--- src/rtl/adder_eval_pkg.sv ---
// ----------------------------------------------------------------------------
// adder_eval_pkg
//   Shared types and helpers for the approximate-adder error evaluator.
//   - eval_state_e : sequencer states (IDLE, RUN, DRAIN, DONE)
//   - LFSR_TAPS_32 : Galois tap mask for the 32-bit operand LFSR
//                    (x^32 + x^22 + x^2 + x + 1, right-shifting form)
//   - abs_diff()   : unsigned magnitude of the difference of two values,
//                    evaluated at ABS_W bits; callers zero-extend their
//                    operands and truncate the result to their own width.
// ----------------------------------------------------------------------------
package adder_eval_pkg;

    typedef enum logic [1:0] {
        IDLE  = 2'd0,
        RUN   = 2'd1,
        DRAIN = 2'd2,
        DONE  = 2'd3
    } eval_state_e;

    localparam logic [31:0] LFSR_TAPS_32 = 32'h8020_0003;

    // Wide enough for a WIDTH+1 bit sum with WIDTH up to 64.
    localparam int ABS_W = 65;

    function automatic logic [ABS_W-1:0] abs_diff(input logic [ABS_W-1:0] x,
                                                  input logic [ABS_W-1:0] y);
        return (x >= y) ? (x - y) : (y - x);
    endfunction

endpackage

--- src/rtl/adder_err_eval_ctrl_lfsr.sv ---
// ----------------------------------------------------------------------------
// eval_lfsr
//   Galois LFSR producing the packed random operand pair {a,b}.
//   Ports:
//     clk   in   rising-edge clock
//     rst_n in   synchronous active-low reset (loads SEED)
//     load  in   reload SEED (has priority over step)
//     step  in   advance one position
//     state out  N-bit current LFSR value
// ----------------------------------------------------------------------------
module eval_lfsr
    import adder_eval_pkg::*;
#(
    parameter int           N    = 32,
    parameter logic [N-1:0] TAPS = N'(LFSR_TAPS_32),
    parameter logic [N-1:0] SEED = N'(32'hACE1_0001)
) (
    input  logic         clk,
    input  logic         rst_n,
    input  logic         load,
    input  logic         step,
    output logic [N-1:0] state
);

    always_ff @(posedge clk) begin
        if (!rst_n || load) begin
            state <= SEED;
        end else if (step) begin
            // Right-shifting Galois form: the bit shifted out toggles the taps.
            state <= {1'b0, state[N-1:1]} ^ (state[0] ? TAPS : '0);
        end
    end

endmodule

--- src/rtl/adder_err_eval_ctrl.sv ---
// ----------------------------------------------------------------------------
// adder_err_eval_ctrl
//   Error-evaluation sequencer for one combinational WIDTH-bit approximate
//   adder. Issues 2**SAMPLES_LOG2 operand pairs (LFSR or index sweep),
//   compares each returned sum one cycle later with the exact sum and
//   accumulates error count, maximum error and sum of absolute errors.
//
//   Handshake: start is a one-cycle request accepted only in IDLE or DONE
//   (start beats abort there); abort is a level honoured only in RUN. busy is
//   high in RUN/DRAIN, done is high in DONE until the next accepted start.
//
//   Ports:
//     clk, rst_n        clock, synchronous active-low reset
//     start, abort      run control
//     mode              0 = LFSR operands, 1 = {a,b} = sample index (latched)
//     busy, done        status
//     dut_a, dut_b      registered operands to the adder under test
//     dut_sum           WIDTH+1 bit result from the adder under test
//     err_count         samples with a wrong sum
//     max_err           largest |exact - dut_sum|
//     sum_abs_err       sum of |exact - dut_sum|
//     samples_done      samples compared so far
//     worst_a, worst_b  (ERR_EVAL_WORST_CAPTURE_EN only) operands of the
//                       first sample that strictly raised max_err
//
//   Optional feature macro: ERR_EVAL_WORST_CAPTURE_EN
// ----------------------------------------------------------------------------
module adder_err_eval_ctrl
    import adder_eval_pkg::*;
#(
    parameter int          WIDTH        = 16,
    parameter int          SAMPLES_LOG2 = 16,
    parameter logic [31:0] LFSR_SEED    = 32'hACE1_0001
) (
    input  logic                          clk,
    input  logic                          rst_n,
    input  logic                          start,
    input  logic                          abort,
    input  logic                          mode,
    output logic                          busy,
    output logic                          done,
    output logic [WIDTH-1:0]              dut_a,
    output logic [WIDTH-1:0]              dut_b,
    input  logic [WIDTH:0]                dut_sum,
    output logic [SAMPLES_LOG2:0]         err_count,
    output logic [WIDTH:0]                max_err,
    output logic [WIDTH+SAMPLES_LOG2:0]   sum_abs_err,
    output logic [SAMPLES_LOG2:0]         samples_done
`ifdef ERR_EVAL_WORST_CAPTURE_EN
    ,
    output logic [WIDTH-1:0]              worst_a,
    output logic [WIDTH-1:0]              worst_b
`endif
);

    localparam int OPW = 2 * WIDTH;
    localparam int SAW = WIDTH + 1 + SAMPLES_LOG2;

    eval_state_e state, next_state;

    logic                    accept_start;
    logic                    issue;
    logic                    last_issue;
    logic [SAMPLES_LOG2-1:0] idx;
    logic                    run_mode;
    logic                    pipe_valid;
    logic [OPW-1:0]          lfsr_state;
    logic [OPW-1:0]          sweep_ops;
    logic [OPW-1:0]          next_ops;
    logic [WIDTH:0]          exact_sum;
    logic [WIDTH:0]          err;

    // ------------------------------------------------------------------
    // Operand sources
    // ------------------------------------------------------------------
    eval_lfsr #(
        .N    (OPW),
        .TAPS (OPW'(LFSR_TAPS_32)),
        .SEED (OPW'(LFSR_SEED))
    ) u_lfsr (
        .clk   (clk),
        .rst_n (rst_n),
        .load  (accept_start),
        .step  (issue && !run_mode),
        .state (lfsr_state)
    );

    always_comb begin
        sweep_ops                    = '0;
        sweep_ops[SAMPLES_LOG2-1:0]  = idx;
    end

    assign next_ops   = run_mode ? sweep_ops : lfsr_state;
    assign last_issue = (idx == '1);

    // dut_a/dut_b double as the pipeline register: they hold the pair whose
    // sum is on dut_sum during the compare cycle.
    assign exact_sum = {1'b0, dut_a} + {1'b0, dut_b};
    assign err       = (WIDTH+1)'(abs_diff(ABS_W'(exact_sum), ABS_W'(dut_sum)));

    // ------------------------------------------------------------------
    // FSM
    // ------------------------------------------------------------------
    always_ff @(posedge clk) begin
        if (!rst_n) begin
            state <= IDLE;
        end else begin
            state <= next_state;
        end
    end

    always_comb begin
        next_state   = state;
        accept_start = 1'b0;
        issue        = 1'b0;
        case (state)
            IDLE, DONE: begin
                if (start) begin
                    accept_start = 1'b1;
                    next_state   = RUN;
                end
            end
            RUN: begin
                // The abort cycle still issues; DRAIN then compares that pair.
                issue = 1'b1;
                if (abort || last_issue) begin
                    next_state = DRAIN;
                end
            end
            DRAIN: begin
                next_state = DONE;
            end
            default: begin
                next_state = IDLE;
            end
        endcase
    end

    assign busy = (state == RUN) || (state == DRAIN);
    assign done = (state == DONE);

    // ------------------------------------------------------------------
    // Issue pipeline and statistics
    // ------------------------------------------------------------------
    always_ff @(posedge clk) begin
        if (!rst_n) begin
            dut_a        <= '0;
            dut_b        <= '0;
            idx          <= '0;
            run_mode     <= 1'b0;
            pipe_valid   <= 1'b0;
            err_count    <= '0;
            max_err      <= '0;
            sum_abs_err  <= '0;
            samples_done <= '0;
`ifdef ERR_EVAL_WORST_CAPTURE_EN
            worst_a      <= '0;
            worst_b      <= '0;
`endif
        end else if (accept_start) begin
            idx          <= '0;
            run_mode     <= mode;
            pipe_valid   <= 1'b0;
            err_count    <= '0;
            max_err      <= '0;
            sum_abs_err  <= '0;
            samples_done <= '0;
`ifdef ERR_EVAL_WORST_CAPTURE_EN
            worst_a      <= '0;
            worst_b      <= '0;
`endif
        end else begin
            pipe_valid <= issue;
            if (issue) begin
                dut_a <= next_ops[OPW-1:WIDTH];
                dut_b <= next_ops[WIDTH-1:0];
                idx   <= idx + 1'b1;
            end
            if (pipe_valid) begin
                samples_done <= samples_done + 1'b1;
                sum_abs_err  <= sum_abs_err + SAW'(err);
                if (err != '0) begin
                    err_count <= err_count + 1'b1;
                end
                // Strict compare: ties keep the earlier maximum.
                if (err > max_err) begin
                    max_err <= err;
`ifdef ERR_EVAL_WORST_CAPTURE_EN
                    worst_a <= dut_a;
                    worst_b <= dut_b;
`endif
                end
            end
        end
    end

endmodule

--- config.mk ---
export PLATFORM = sky130hd
export DESIGN_NAME = adder_err_eval_ctrl
export DESIGN_NICKNAME = d
export VERILOG_FILES = /design/src/rtl/adder_eval_pkg.sv /design/src/rtl/adder_err_eval_ctrl_lfsr.sv /design/src/rtl/adder_err_eval_ctrl.sv
export SDC_FILE = /design/constraint.sdc
export NUM_CORES = 1
export LEC_CHECK = 0
export CAP_MARGIN = 20
export CORE_MARGIN = 5
export CORE_UTILIZATION = 26
export CTS_CLUSTER_DIAMETER = 30
export CTS_CLUSTER_SIZE = 20
export DETAILED_ROUTE_END_ITERATION = 10
export GPL_ROUTABILITY_DRIVEN = 0
export GPL_TIMING_DRIVEN = 0
export PLACE_DENSITY = 0.4
export SLEW_MARGIN = 20
export SYNTH_ARGS = -nofsm -noshare
export SYNTH_HDL_FRONTEND = slang
export SYNTH_SLANG_ARGS = --single-unit
--- constraint.sdc ---
create_clock -name clk -period 11.2 [get_ports clk]
set_input_delay 1.68 -clock clk [delete_from_list [all_inputs] [get_ports clk]]
set_output_delay 1.68 -clock clk [all_outputs]
set_load 0.02 [all_outputs]
## Yosys cells after proc, flatten, opt, wreduce, memory -nomap -nowiden

Cells that the tools add are included.
W data, S select, Z words.

- Add/sub/neg operators: 7
- Order comparisons: 2
- Equality and inequality tests: 6
- Multiplexer cells: 9
- Bitwise logic cells: 3
- Reduce and logical (&&, ||, !) cells: 14

Operators by type and width:

| operator | number |
|---|---|
| $mux W32 | 2 |
| $add A17 B1 Y17 const B | 2 |
| $sub A17 B17 Y17 | 2 |
| $add A33 B17 Y33 | 1 |
| $xor A31 B32 Y32 | 1 |
| $add A16 B16 Y17 | 1 |
| $ge A17 B17 Y1 | 1 |
| $gt A17 B17 Y1 | 1 |
| $mux W17 | 1 |
| $reduce_bool A17 Y1 | 1 |
| $add A16 B1 Y16 const B | 1 |
| $eq A16 B16 Y1 const B | 1 |
| $reduce_and A2 Y1 | 4 |
| $pmux W2 S3 | 1 |
| $eq A2 B2 Y1 const B | 2 |
| $mux W2 | 2 |
| $ne A2 B2 Y1 const B | 2 |
| $reduce_or A2 Y1 | 2 |
| $logic_or A1 B1 Y1 | 3 |
| $mux W1 | 3 |
| $eq A2 B1 Y1 const B | 1 |
| $logic_not A1 Y1 | 2 |
| $logic_not A2 Y1 | 1 |
| $not A1 Y1 | 2 |
| $logic_and A1 B1 Y1 | 1 |

- Register bits after elaboration: 168
- Input port bits: 22
- Output and inout port bits: 118

## Longest topological paths before layout

Gate-level depths: netlist of run 1.

- Depth in word-level cells: 5
- Mapped depth: 39

## Hierarchy

A second synthesis of run 1 with hierarchy kept.

- Cells, all modules: 1253
- Area total of the unflattened synthesis: 10591.4 µm²

By module, submodules not included:

| module | times used | cells an instance | area each (µm²) | seq. area each (µm²) |
|---|---|---|---|---|
| adder_err_eval_ctrl | 1 | 1145 | 9401.5 | 2722.6 |
| eval_lfsr | 1 | 108 | 1189.9 | 640.6 |

## Worst setup path before layout of run 1

No wires, ideal clock.

- Kind: register to register
- Start: register dut_a[1]
- End: register sum_abs_err[31]
- Library setup time: 128 ps
- Arrival: 7261 ps
- Required time: 11072 ps
- Slack: 3811 ps
- Cell stages (with the launch flop): 37
- Cell sequence: dfxtp_1 > ha_1 > a21o_1 > a21oi_1 > o21bai_1 > a21oi_1 > o21bai_1 > a21oi_1 > o21ai_0 > or4_1 > o311ai_0 > o2111ai_1 > a21oi_1 > xnor2_1 > ha_1 > nand4_1 > nor3b_2 > a221o_2 > nor2_1 > o21a_1 > buf_6 > buf_8 > nor2_1 > a21oi_1 > ha_1 > a21o_1 > a21o_1 > a2111oi_0 > o21bai_1 > a211oi_1 > o21ai_0 > a311oi_1 > o21bai_1 > a21oi_1 > nor3_1 > xnor2_1 > nor2_1

- Word-level cells in the longest chain between the ends: 4

RTL lines:

| what | RTL line | text |
|---|---|---|
| start, declared | adder_err_eval_ctrl.sv:42 | `output logic [WIDTH-1:0] dut_a,` |
| start signal, assigned | adder_err_eval_ctrl.sv:175 | `dut_a <= next_ops[OPW-1:WIDTH];` |
| $add A16 B16 Y17 (*) | adder_err_eval_ctrl.sv:98 | `assign exact_sum = {1'b0, dut_a} + {1'b0, dut_b};` |
| $sub A17 B17 Y17 or $ge A17 B17 Y1 (tied branches) | adder_eval_pkg.sv:27 | `return (x >= y) ? (x - y) : (y - x);` |
| $mux W17 (*) | adder_eval_pkg.sv:27 |  |
| net err[1] | adder_err_eval_ctrl.sv:71 | `logic [WIDTH:0] err;` |
| $add A33 B17 Y33 (*) | adder_err_eval_ctrl.sv:181 | `sum_abs_err <= sum_abs_err + SAW'(err);` |
| end signal, assigned | adder_err_eval_ctrl.sv:181 |  |
| end, declared | adder_err_eval_ctrl.sv:47 | `output logic [WIDTH+SAMPLES_LOG2:0] sum_abs_err,` |

The timed path passes the listed nets; every way through them passes the cells marked *.
A chain may end at the register's enable or synchronous reset.

## Worst setup path after layout of run 1

- Start: register dut_b[1]
- End: register sum_abs_err[27]

- Word-level cells in the longest chain between the ends: 4

RTL lines:

| what | RTL line | text |
|---|---|---|
| start, declared | adder_err_eval_ctrl.sv:43 | `output logic [WIDTH-1:0] dut_b,` |
| start signal, assigned | adder_err_eval_ctrl.sv:176 | `dut_b <= next_ops[WIDTH-1:0];` |
| $add A16 B16 Y17 (*) | adder_err_eval_ctrl.sv:98 |  |
| $sub A17 B17 Y17 or $ge A17 B17 Y1 (tied branches) | adder_eval_pkg.sv:27 |  |
| $mux W17 (*) | adder_eval_pkg.sv:27 |  |
| net err[1] | adder_err_eval_ctrl.sv:71 |  |
| $add A33 B17 Y33 (*) | adder_err_eval_ctrl.sv:181 |  |

Marks and branches as above.

==> impl_metrics.yaml, run 1 <==
critical_path:
  path_class: "reg2reg"
  critical_path.max_stage_delay_ns: 0.63
  worstPathMaxFanout: 10
  crit_required_ns: 11.51
  cp_common_cell: "a21oi_1"
  cp.arrival_ns: 9.29
  slowest_stage: "a21oi_1"
  reg2reg_slack_ns: 2.22
  worstSetupStartpointType: "flop"
  crit_path_end_kind: "flop"
floorplan:
  design.die.area_um2: 43890
  fp.dieW_um: 209.5
  start_util_pct: 26.16
  core_area_um2: 39550
  rows: 73
  top_level_ports: 140
  die-height_um: 209.5
sta:
  timing.fmax_mhz: 111.3
  slew_violations: 0
  setup_viol: 0
  worst_pin_slew_ns: 0.9346
  min_period_ns: 8.983
  hold_viol: 0
  setup_tns_ns: 0
  rsz0062_at_grt: "no"
  timing.final.ws_setup_ns: 2.217
  finalClockSkew_ns: 0.009761
  fin_crit_sh_pct: 80.20
  slew_headroom_pct: 37.69
finish:
  fin_area_um2: 12980
  area_delta_synth_final_pct: 25.45
  layout-drive-gt1-share_pct: 5.635
  antenna_cells: 0
  most-common-layout-cells: "dfxtp_1, nand2_1, clkdlybuf4s50_1"
  fin_cells: 1927
  fillCellCount: 4212
  nets: 1507
  layout_commonest_cell: "dfxtp_1"
yosys:
  ys_seq_area_share_pct: 32.50
  synth_area_per_cell_um2: 8.392
  synth_flop_cell: "dfxtp_1"
  syn_inst: 1233
  ys_ff_latch: 168
  syn_nets: 1350
  synth_edf_count: 0
  synth_warnings: 0
  ys_types: 72
  syn_area_um2: 10350
  synth-async-reset-ratio_pct: 0
clocking:
  hold_buffers: 0
  clock_latency_ns: 0.44
  cts_num_sinks: 168
  cts_root_buf: "clkbuf_16"
  cts_htree_levels: 4
  clkTransAtPathRegs_ns: 0.06
  cts_tree: "yes"
  post_cts_buffers: 0
  cts_buffers: 17
  cts_resized: 0
  cts.path.max_buffers: 2
route:
  route.antenna.remaining_nets: 0
  via_count: 8926
  drc: 0
  viasPerCell: 4.632
  drtPass1Iterations: 5
  drt-total-wl_mm: 32.64
  avgRoutedWirePerCell_um: 16.94
  drt_iter0_drc: 395
placed_design:
  place_ws_ns: 2.169
  place_area_um2: 12390
  dpl.hpwl_mm: 26.03
  io_buffer_count: 138
  dp_cells: 1896
power_and_ir_drop:
  power_frac_comb_pct: 60.8
  design_power_total_w: 0.003522
  power_switching_w: 0.001624
  swShare_pct: 46.12
  clkPwrFrac_pct: 17.3
  p_seq_share_pct: 21.9
  p_per_area_nw_per_um2: 271.3
  peakVddDrop_mv: 0.1087
  p_int_w: 0.001898
  leakage_nw: 5.094
global_routing:
  grt_max_degree: 17
  groute.usage.overall_pct: 14.79
  antenna_found_initial: 0
  grt-ovfl-total: 0
  grt_pass1_wl_mm: 51.10
  grt_pass1_vias: 8880
flow_run:
  maxCapViolCount: 0
hold_path:
  hold_path_class: "reg2reg"
status:
  outcome: "finished, final reports clean"
cell usage after synthesis, types with 20 or more instances:
cell	instances	area (µm²)
dfxtp_1	168	3363
nand2_1	163	611.8
nor2_1	123	461.7
ha_1	91	1139
a21oi_1	82	410.4
inv_1	80	300.3
mux2i_1	58	580.6
xnor2_1	56	490.5
xor2_1	36	315.3
clkbuf_1	33	123.9
nand3_1	29	145.1
o21ai_0	29	145.1
a21o_1	26	195.2
and3_1	22	137.6
a21boi_0	20	150.1
path summary, 6_finish.rpt:
check | startpoint | endpoint | depth (start not counted)
worst max-delay path | dut_b[1] | sum_abs_err[27] | 36
worst max register to register | dut_b[1] | sum_abs_err[27] | 36
worst min register to register | u_lfsr.state[25] | u_lfsr.state[25] | 2
worst min-delay path | u_lfsr.state[25] | u_lfsr.state[25] | 2
stage by stage:
stage	utilization [%]	hold slack (ns)
floorplan	-	0.4366
global placement	31.32	0.4427
detailed placement	31.32	0.4472
CTS	32.82	0.4560
global route	32.82	0.4801
finish	32.82	0.4568
routing by layer:
metal	wire length [µm]	track usage [%]
met1	16180	20.19
met2	15180	24.62
met3	1013	2.646
met4	269	3.038
met5	0	0
cell families after synthesis:
family	count (synthesis)	synth area share (%)
buffers and inverters	134	5.502
multiplexers	59	5.719
adder cells (fa/ha/maj)	95	11.78
flip-flops	168	32.50
AND/OR/NAND/NOR	420	18.38
AO/OA/AOI/OAI	263	18.02
XOR/XNOR	94	8.102
critical path, delay by kind of cell (launching register included):
| family | cells | cell delay [ns] |
|---|---|---|
| AOI/OAI and AO/OA | 22 | 5.66 |
| xor gates and xnor gates | 2 | 0.38 |
| adders and majority gates | 3 | 0.95 |
| buffers and inverters | 2 | 0.30 |
| DFF | 1 | 0.43 |
| and+or+nand+nor | 7 | 1.14 |
flip-flops by register name (all words and copies together), names as in the netlist:
name,flops
state,2
dut_b,16
idx,16
u_lfsr.state,32
pipe_valid,1
dut_a,16
sum_abs_err,33
run_mode,1
max_err,17
err_count,17
samples_done,17
area by class of cell:
cell class	instances	area (µm²)	area share, %
multi-input combinational	931	6415	49.42
buffer	54	269.0	2.072
timing repair buffer	138	1381	10.64
clock buffer	19	442.9	3.412
clock inverter	12	152.6	1.176
tap	525	656.9	5.060
inverter	80	300.3	2.313
sequential	168	3363	25.91
power by group through the flow:
stage          Combinational [W]  Sequential [W]  Clock (W)
5_1_grt                  0.00240        0.000783   0.000655
6_report                 0.00214        0.000771   0.000609
2_1_floorplan            0.00147        0.000808          0
3_3_place_gp             0.00216        0.000791          0
4_1_cts                  0.00217        0.000775   0.000633
3_5_place_dp             0.00216        0.000787          0
Power figures use the tool's default switching activity.
==> run 2: changes to the inputs <==
==> constraint.sdc (replaced) <==
create_clock -name clk -period 8.77 [get_ports clk]
set_input_delay 1.3155 -clock clk [delete_from_list [all_inputs] [get_ports clk]]
set_output_delay 1.3155 -clock clk [all_outputs]
set_load 0.02 [all_outputs]
==> impl_metrics.yaml, run 2 (same netlist as run 1, synthesis figures left out) <==
status:
  outcome: "finished, final reports clean"
global_routing:
  grt_pass1_vias: 8892
  grt_pass1_wl_mm: 51.14
  grt-ovfl-total: 0
  groute.usage.overall_pct: 14.80
  grt_max_degree: 17
  antenna_found_initial: 0
finish:
  top_regs: "sum_abs_err (33), u_lfsr.state (32)"
  layout_commonest_cell: "dfxtp_1"
  largest_reg_flops: 33
  layout-drive-gt1-share_pct: 6.633
  final_util_pct: 33.04
  fillCellCount: 4211
  fin_cells: 1927
  area_delta_synth_final_pct: 26.29
  antenna_cells: 0
  nets: 1507
  most-common-layout-cells: "dfxtp_1, nand2_1, clkdlybuf4s50_1"
  regMostFlops: "sum_abs_err"
  fin_area_um2: 13070
critical_path:
  worstPathMaxFanout: 10
  crit_required_ns: 9.09
  cp.arrival_ns: 8.49
  critical_path.max_stage_delay_ns: 0.43
  ff2ff_path_depth: 36
  crit_path_end_kind: "flop"
  slowest_stage: "dfxtp_1"
  path_delay_family: "compound AO/OA/AOI/OAI gates"
  worstReg2RegStart: "dut_b[1]"
  r2r-end: "sum_abs_err[27]"
  path_class: "reg2reg"
  reg2reg_slack_ns: 0.60
  worstSetupStartpointType: "flop"
  path_buf_inv: 2
  cp_common_cell: "o21bai_1"
clocking:
  cts.path.max_buffers: 2
  cts_root_buf: "clkbuf_16"
  hold_buffers: 0
  cts_buffers: 17
  clock_latency_ns: 0.44
  cts_htree_levels: 4
  cts_num_sinks: 168
  cts_tree: "yes"
  clkTransAtPathRegs_ns: 0.06
hold_path:
  min_to: "u_lfsr.state[25]"
  hold_depth: 2
  hold_path_class: "reg2reg"
  hp-start: "u_lfsr.state[25]"
sta:
  finalClockSkew_ns: 0.01019
  rsz0062_at_grt: "no"
  slew_headroom_pct: 37.16
  min_period_ns: 8.172
  fin_crit_sh_pct: 93.18
  setup_tns_ns: 0
  worst_pin_slew_ns: 0.9426
  hold_viol: 0
  setup_viol: 0
  timing.fmax_mhz: 122.4
  slew_violations: 0
placed_design:
  dpl.hpwl_mm: 26.03
  dp_cells: 1896
  io_buffer_count: 138
  place_area_um2: 12390
route:
  via_count: 8918
  avgRoutedWirePerCell_um: 16.98
  drc: 0
  viasPerCell: 4.628
  drt-total-wl_mm: 32.73
  drt_iter0_drc: 357
  drtPass1Iterations: 4
  route.antenna.remaining_nets: 0
flow_run:
  maxCapViolCount: 0
power_and_ir_drop:
  design_power_total_w: 0.004539
  p_per_area_nw_per_um2: 347.4
  peakVddDrop_mv: 0.1409
  leakage_nw: 5.136
floorplan:
  die-height_um: 209.5
  rows: 73
  fp.dieW_um: 209.5
  core_area_um2: 39550
  start_util_pct: 26.16
  top_level_ports: 140
  design.die.area_um2: 43890
## run 2: changes by cell type in the layout (fill, tap and decap cells not counted), moves of 2 or more
cell      delta
buf_4        +2
a21oi_2      +2
a211oi_1     -2
o21ai_1      -2
a211oi_2     +2
a21oi_1      -3
## run 2: layout make-up
type	count	area [µm²]	share of cell area (%)
inverter	80	300.3	2.298
clock inverter	12	152.6	1.168
buffer	53	269.0	2.059
sequential	168	3363	25.74
timing repair buffer	139	1389	10.63
clock buffer	19	442.9	3.390
tap	525	656.9	5.027
multi-input combinational	931	6494	49.69
## run 2: stage by stage
step | setup WS (ns) | hold WS, ns
6_report | 0.5978 | 0.4558
5_1_grt | 0.009272 | 0.4801
3_5_place_dp | -0.2610 | 0.4472
3_3_place_gp | -0.2409 | 0.4427
4_1_cts | 0.01549 | 0.4560
2_1_floorplan | 1.381 | 0.4366
## run 2: worst max-delay path by stage
stage / startpoint / endpoint / cells after the start / slack, ns
2_1_floorplan: dut_a[1] / sum_abs_err[31] / 36 / 1.38
3_3_place_gp: dut_b[1] / sum_abs_err[29] / 35 / -0.24
3_5_place_dp: dut_b[1] / sum_abs_err[27] / 36 / -0.26
4_1_cts: dut_b[1] / max_err[11] / 32 / 0.02
5_1_grt: dut_b[1] / sum_abs_err[27] / 36 / 0.009
6_report: dut_b[1] / sum_abs_err[27] / 36 / 0.60
## run 2: worst register-to-register path, delay by kind of cell, from the launching register on
kind                     cells  cell delay [ns]
AO/OA/AOI/OAI               22             4.87
XOR/XNOR                     2             0.36
adder cells (fa/ha/maj)      3             0.93
buffers and inverters        2             0.30
flip-flops                   1             0.43
AND/OR/NAND/NOR              7             1.15
## run 2: metal layers
metal  vias to the layer above  share of wire, %  GRT usage [%]
li1                       4582                 -              -
met1                      4207                49          20.21
met2                       117                46          24.62
met3                        12               3.5          2.646
met4                         0              0.83          3.038
met5                         -                 0              0
## run 2: report_power, final
part           internal, W  switching (W)  total (W)
clock network     0.000453       0.000326   0.000779
logic              0.00112        0.00165    0.00277
registers         0.000865       0.000121   0.000985
## run 2: repair_timing
| action | CTS | global route |
|---|---|---|
| resized for setup | 4 | 16 |
| pin swaps | 0 | 3 |
| endpoints found under the setup margin | 9 | 27 |
| setup buffers | 0 | 1 |
==> run 3: changes to the inputs <==
--- a/config.mk
+++ b/config.mk
@@ -6,6 +6,8 @@
 export NUM_CORES = 1
 export LEC_CHECK = 0
 export CAP_MARGIN = 20
+export CELL_PAD_IN_SITES_DETAIL_PLACEMENT = 1
+export CELL_PAD_IN_SITES_GLOBAL_PLACEMENT = 1
 export CORE_MARGIN = 5
 export CORE_UTILIZATION = 26
 export CTS_CLUSTER_DIAMETER = 30
@@ -13,7 +15,7 @@
 export DETAILED_ROUTE_END_ITERATION = 10
 export GPL_ROUTABILITY_DRIVEN = 0
 export GPL_TIMING_DRIVEN = 0
-export PLACE_DENSITY = 0.4
+export PLACE_DENSITY = 0.51
 export SLEW_MARGIN = 20
 export SYNTH_ARGS = -nofsm -noshare
 export SYNTH_HDL_FRONTEND = slang
==> impl_metrics.yaml, run 3 (same netlist as run 1, synthesis figures left out) <==
status:
  outcome: "finished, final reports clean"
power_and_ir_drop:
  peakVddDrop_mv: 0.1397
  power_switching_w: 0.002155
  swShare_pct: 46.66
  power_frac_comb_pct: 61.3
  design_power_total_w: 0.004619
  p_per_area_nw_per_um2: 352.4
  clkPwrFrac_pct: 17.3
  p_int_w: 0.002464
  p_seq_share_pct: 21.4
  leakage_nw: 5.159
clocking:
  hold_buffers: 0
  cts_num_sinks: 168
  clkTransAtPathRegs_ns: 0.06
  cts_htree_levels: 4
  clock_latency_ns: 0.45
  cts_root_buf: "clkbuf_16"
  cts_tree: "yes"
  cts.path.max_buffers: 2
  cts_buffers: 17
global_routing:
  antenna_found_initial: 0
  grt_use_met2_pct: 26.29
  groute.usage.overall_pct: 15.66
  grt_max_degree: 17
  grt_pass1_vias: 9536
  grt_pass1_wl_mm: 54.64
  gr-max-usage-layer: "met2"
  grt_use_met3_pct: 2.571
  grt-ovfl-total: 0
  use_met1_pct: 21.41
placed_design:
  place_area_um2: 12390
  dpl.hpwl_mm: 27.69
  place_ws_ns: -0.2731
  io_buffer_count: 138
critical_path:
  crit_required_ns: 9.08
  startpoint: "dut_b[1]"
  crit_path_end_kind: "flop"
  critical_path.max_stage_delay_ns: 0.43
  worstSetupStartpointType: "flop"
  cp.arrival_ns: 8.47
  slowest_stage: "dfxtp_1"
  path_class: "reg2reg"
  worstReg2RegStart: "dut_b[1]"
  worstPathMaxFanout: 10
  cp_common_cell: "o21bai_1"
finish:
  top_regs: "sum_abs_err (33), u_lfsr.state (32)"
  largest_reg_flops: 33
  fin_area_um2: 13110
  most-common-layout-cells: "dfxtp_1, nand2_1, clkdlybuf4s50_1"
  nets: 1512
  layout-drive-gt1-share_pct: 6.960
  antenna_cells: 0
  area_delta_synth_final_pct: 26.65
  layout_commonest_cell: "dfxtp_1"
  final_util_pct: 33.14
  regMostFlops: "sum_abs_err"
sta:
  worst_pin_slew_ns: 0.9194
  setup_tns_ns: 0
  min_period_ns: 8.161
  finalClockSkew_ns: 0.01398
  slew_violations: 0
  setup_viol: 0
  fin_crit_sh_pct: 93.06
  hold_viol: 0
  timing.final.ws_setup_ns: 0.6090
  timing.fmax_mhz: 122.5
  slew_headroom_pct: 38.71
route:
  viasPerCell: 4.747
  drtPass1Iterations: 4
  drt_iter0_drc: 363
  avgRoutedWirePerCell_um: 17.86
  drt-total-wl_mm: 34.52
  drc: 0
  route.antenna.remaining_nets: 0
  via_count: 9176
flow_run:
  maxCapViolCount: 0
hold_path:
  hp-start: "u_lfsr.state[25]"
  hold_path_class: "reg2reg"
floorplan:
  core_area_um2: 39550
  design.die.area_um2: 43890
  rows: 73
  top_level_ports: 140
  fp.dieW_um: 209.5
  die-height_um: 209.5
  start_util_pct: 26.16
run 3: changes by cell type in the layout (fill, tap and decap cells not counted), moves of 2 or more:
cell     delta
o21ai_1     +2
xnor2_2     +2
buf_4       +4
xnor2_1     -2
run 3: power by group through the flow:
stage / Sequential, W / Clock (W) / Combinational (W)
after floorplan: 0.00103 / 0 / 0.00188
after global placement: 0.00101 / 0 / 0.00277
after detailed placement: 0.00101 / 0 / 0.00281
after CTS: 0.000992 / 0.000828 / 0.00284
after global routing: 0.00100 / 0.000859 / 0.00316
final: 0.000988 / 0.000800 / 0.00283
run 3: routing by layer:
metal,share of wire [%],vias to the layer above
li1,-,4575
met1,50,4461
met2,47,121
met3,2.5,19
met4,0.90,0
met5,0,-
run 3: cell type report:
class / count / area (µm²)
inverter: 80 / 300.3
sequential: 168 / 3363
timing repair buffer: 143 / 1419
clock inverter: 12 / 150.1
clock buffer: 20 / 456.7
fill: 4662 / 26440
buffer: 54 / 272.8
multi-input combinational: 931 / 6486
tap: 525 / 656.9
run 3: timing repair:
action                                  in CTS  in global routing
hold endpoints to repair                     0                  0
gates resized for setup                      5                 14
gates cloned                                 0                  0
endpoints found under the setup margin      24                 29
setup buffers                                0                  5
pin swaps                                    0                  5
run 3: per-stage QoR:
stage / std cells / hold WS (ns)
after floorplan: 1233 / 0.4366
after global placement: 1896 / 0.4428
after detailed placement: 1896 / 0.4494
after CTS: 1928 / 0.4593
after global routing: 1933 / 0.4816
final: 1933 / 0.4614
run 3: worst max-delay path: cells and delay by family (launching register included):
kind            cells  cell delay (ns)
simple gates        7             1.08
fa+ha+maj           3             0.95
buf+inv             2             0.29
flops               1             0.43
compound gates     22             4.89
xor+xnor            2             0.37
run 3: path summary, 6_finish.rpt:
path / endpoint / slack [ns] / depth (start not counted)
worst max-delay path: sum_abs_err[29] / 0.61 / 36
worst min-delay path: u_lfsr.state[25] / 0.46 / 2
worst max register to register: sum_abs_err[29] / 0.61 / 36
worst min register to register: u_lfsr.state[25] / 0.46 / 2
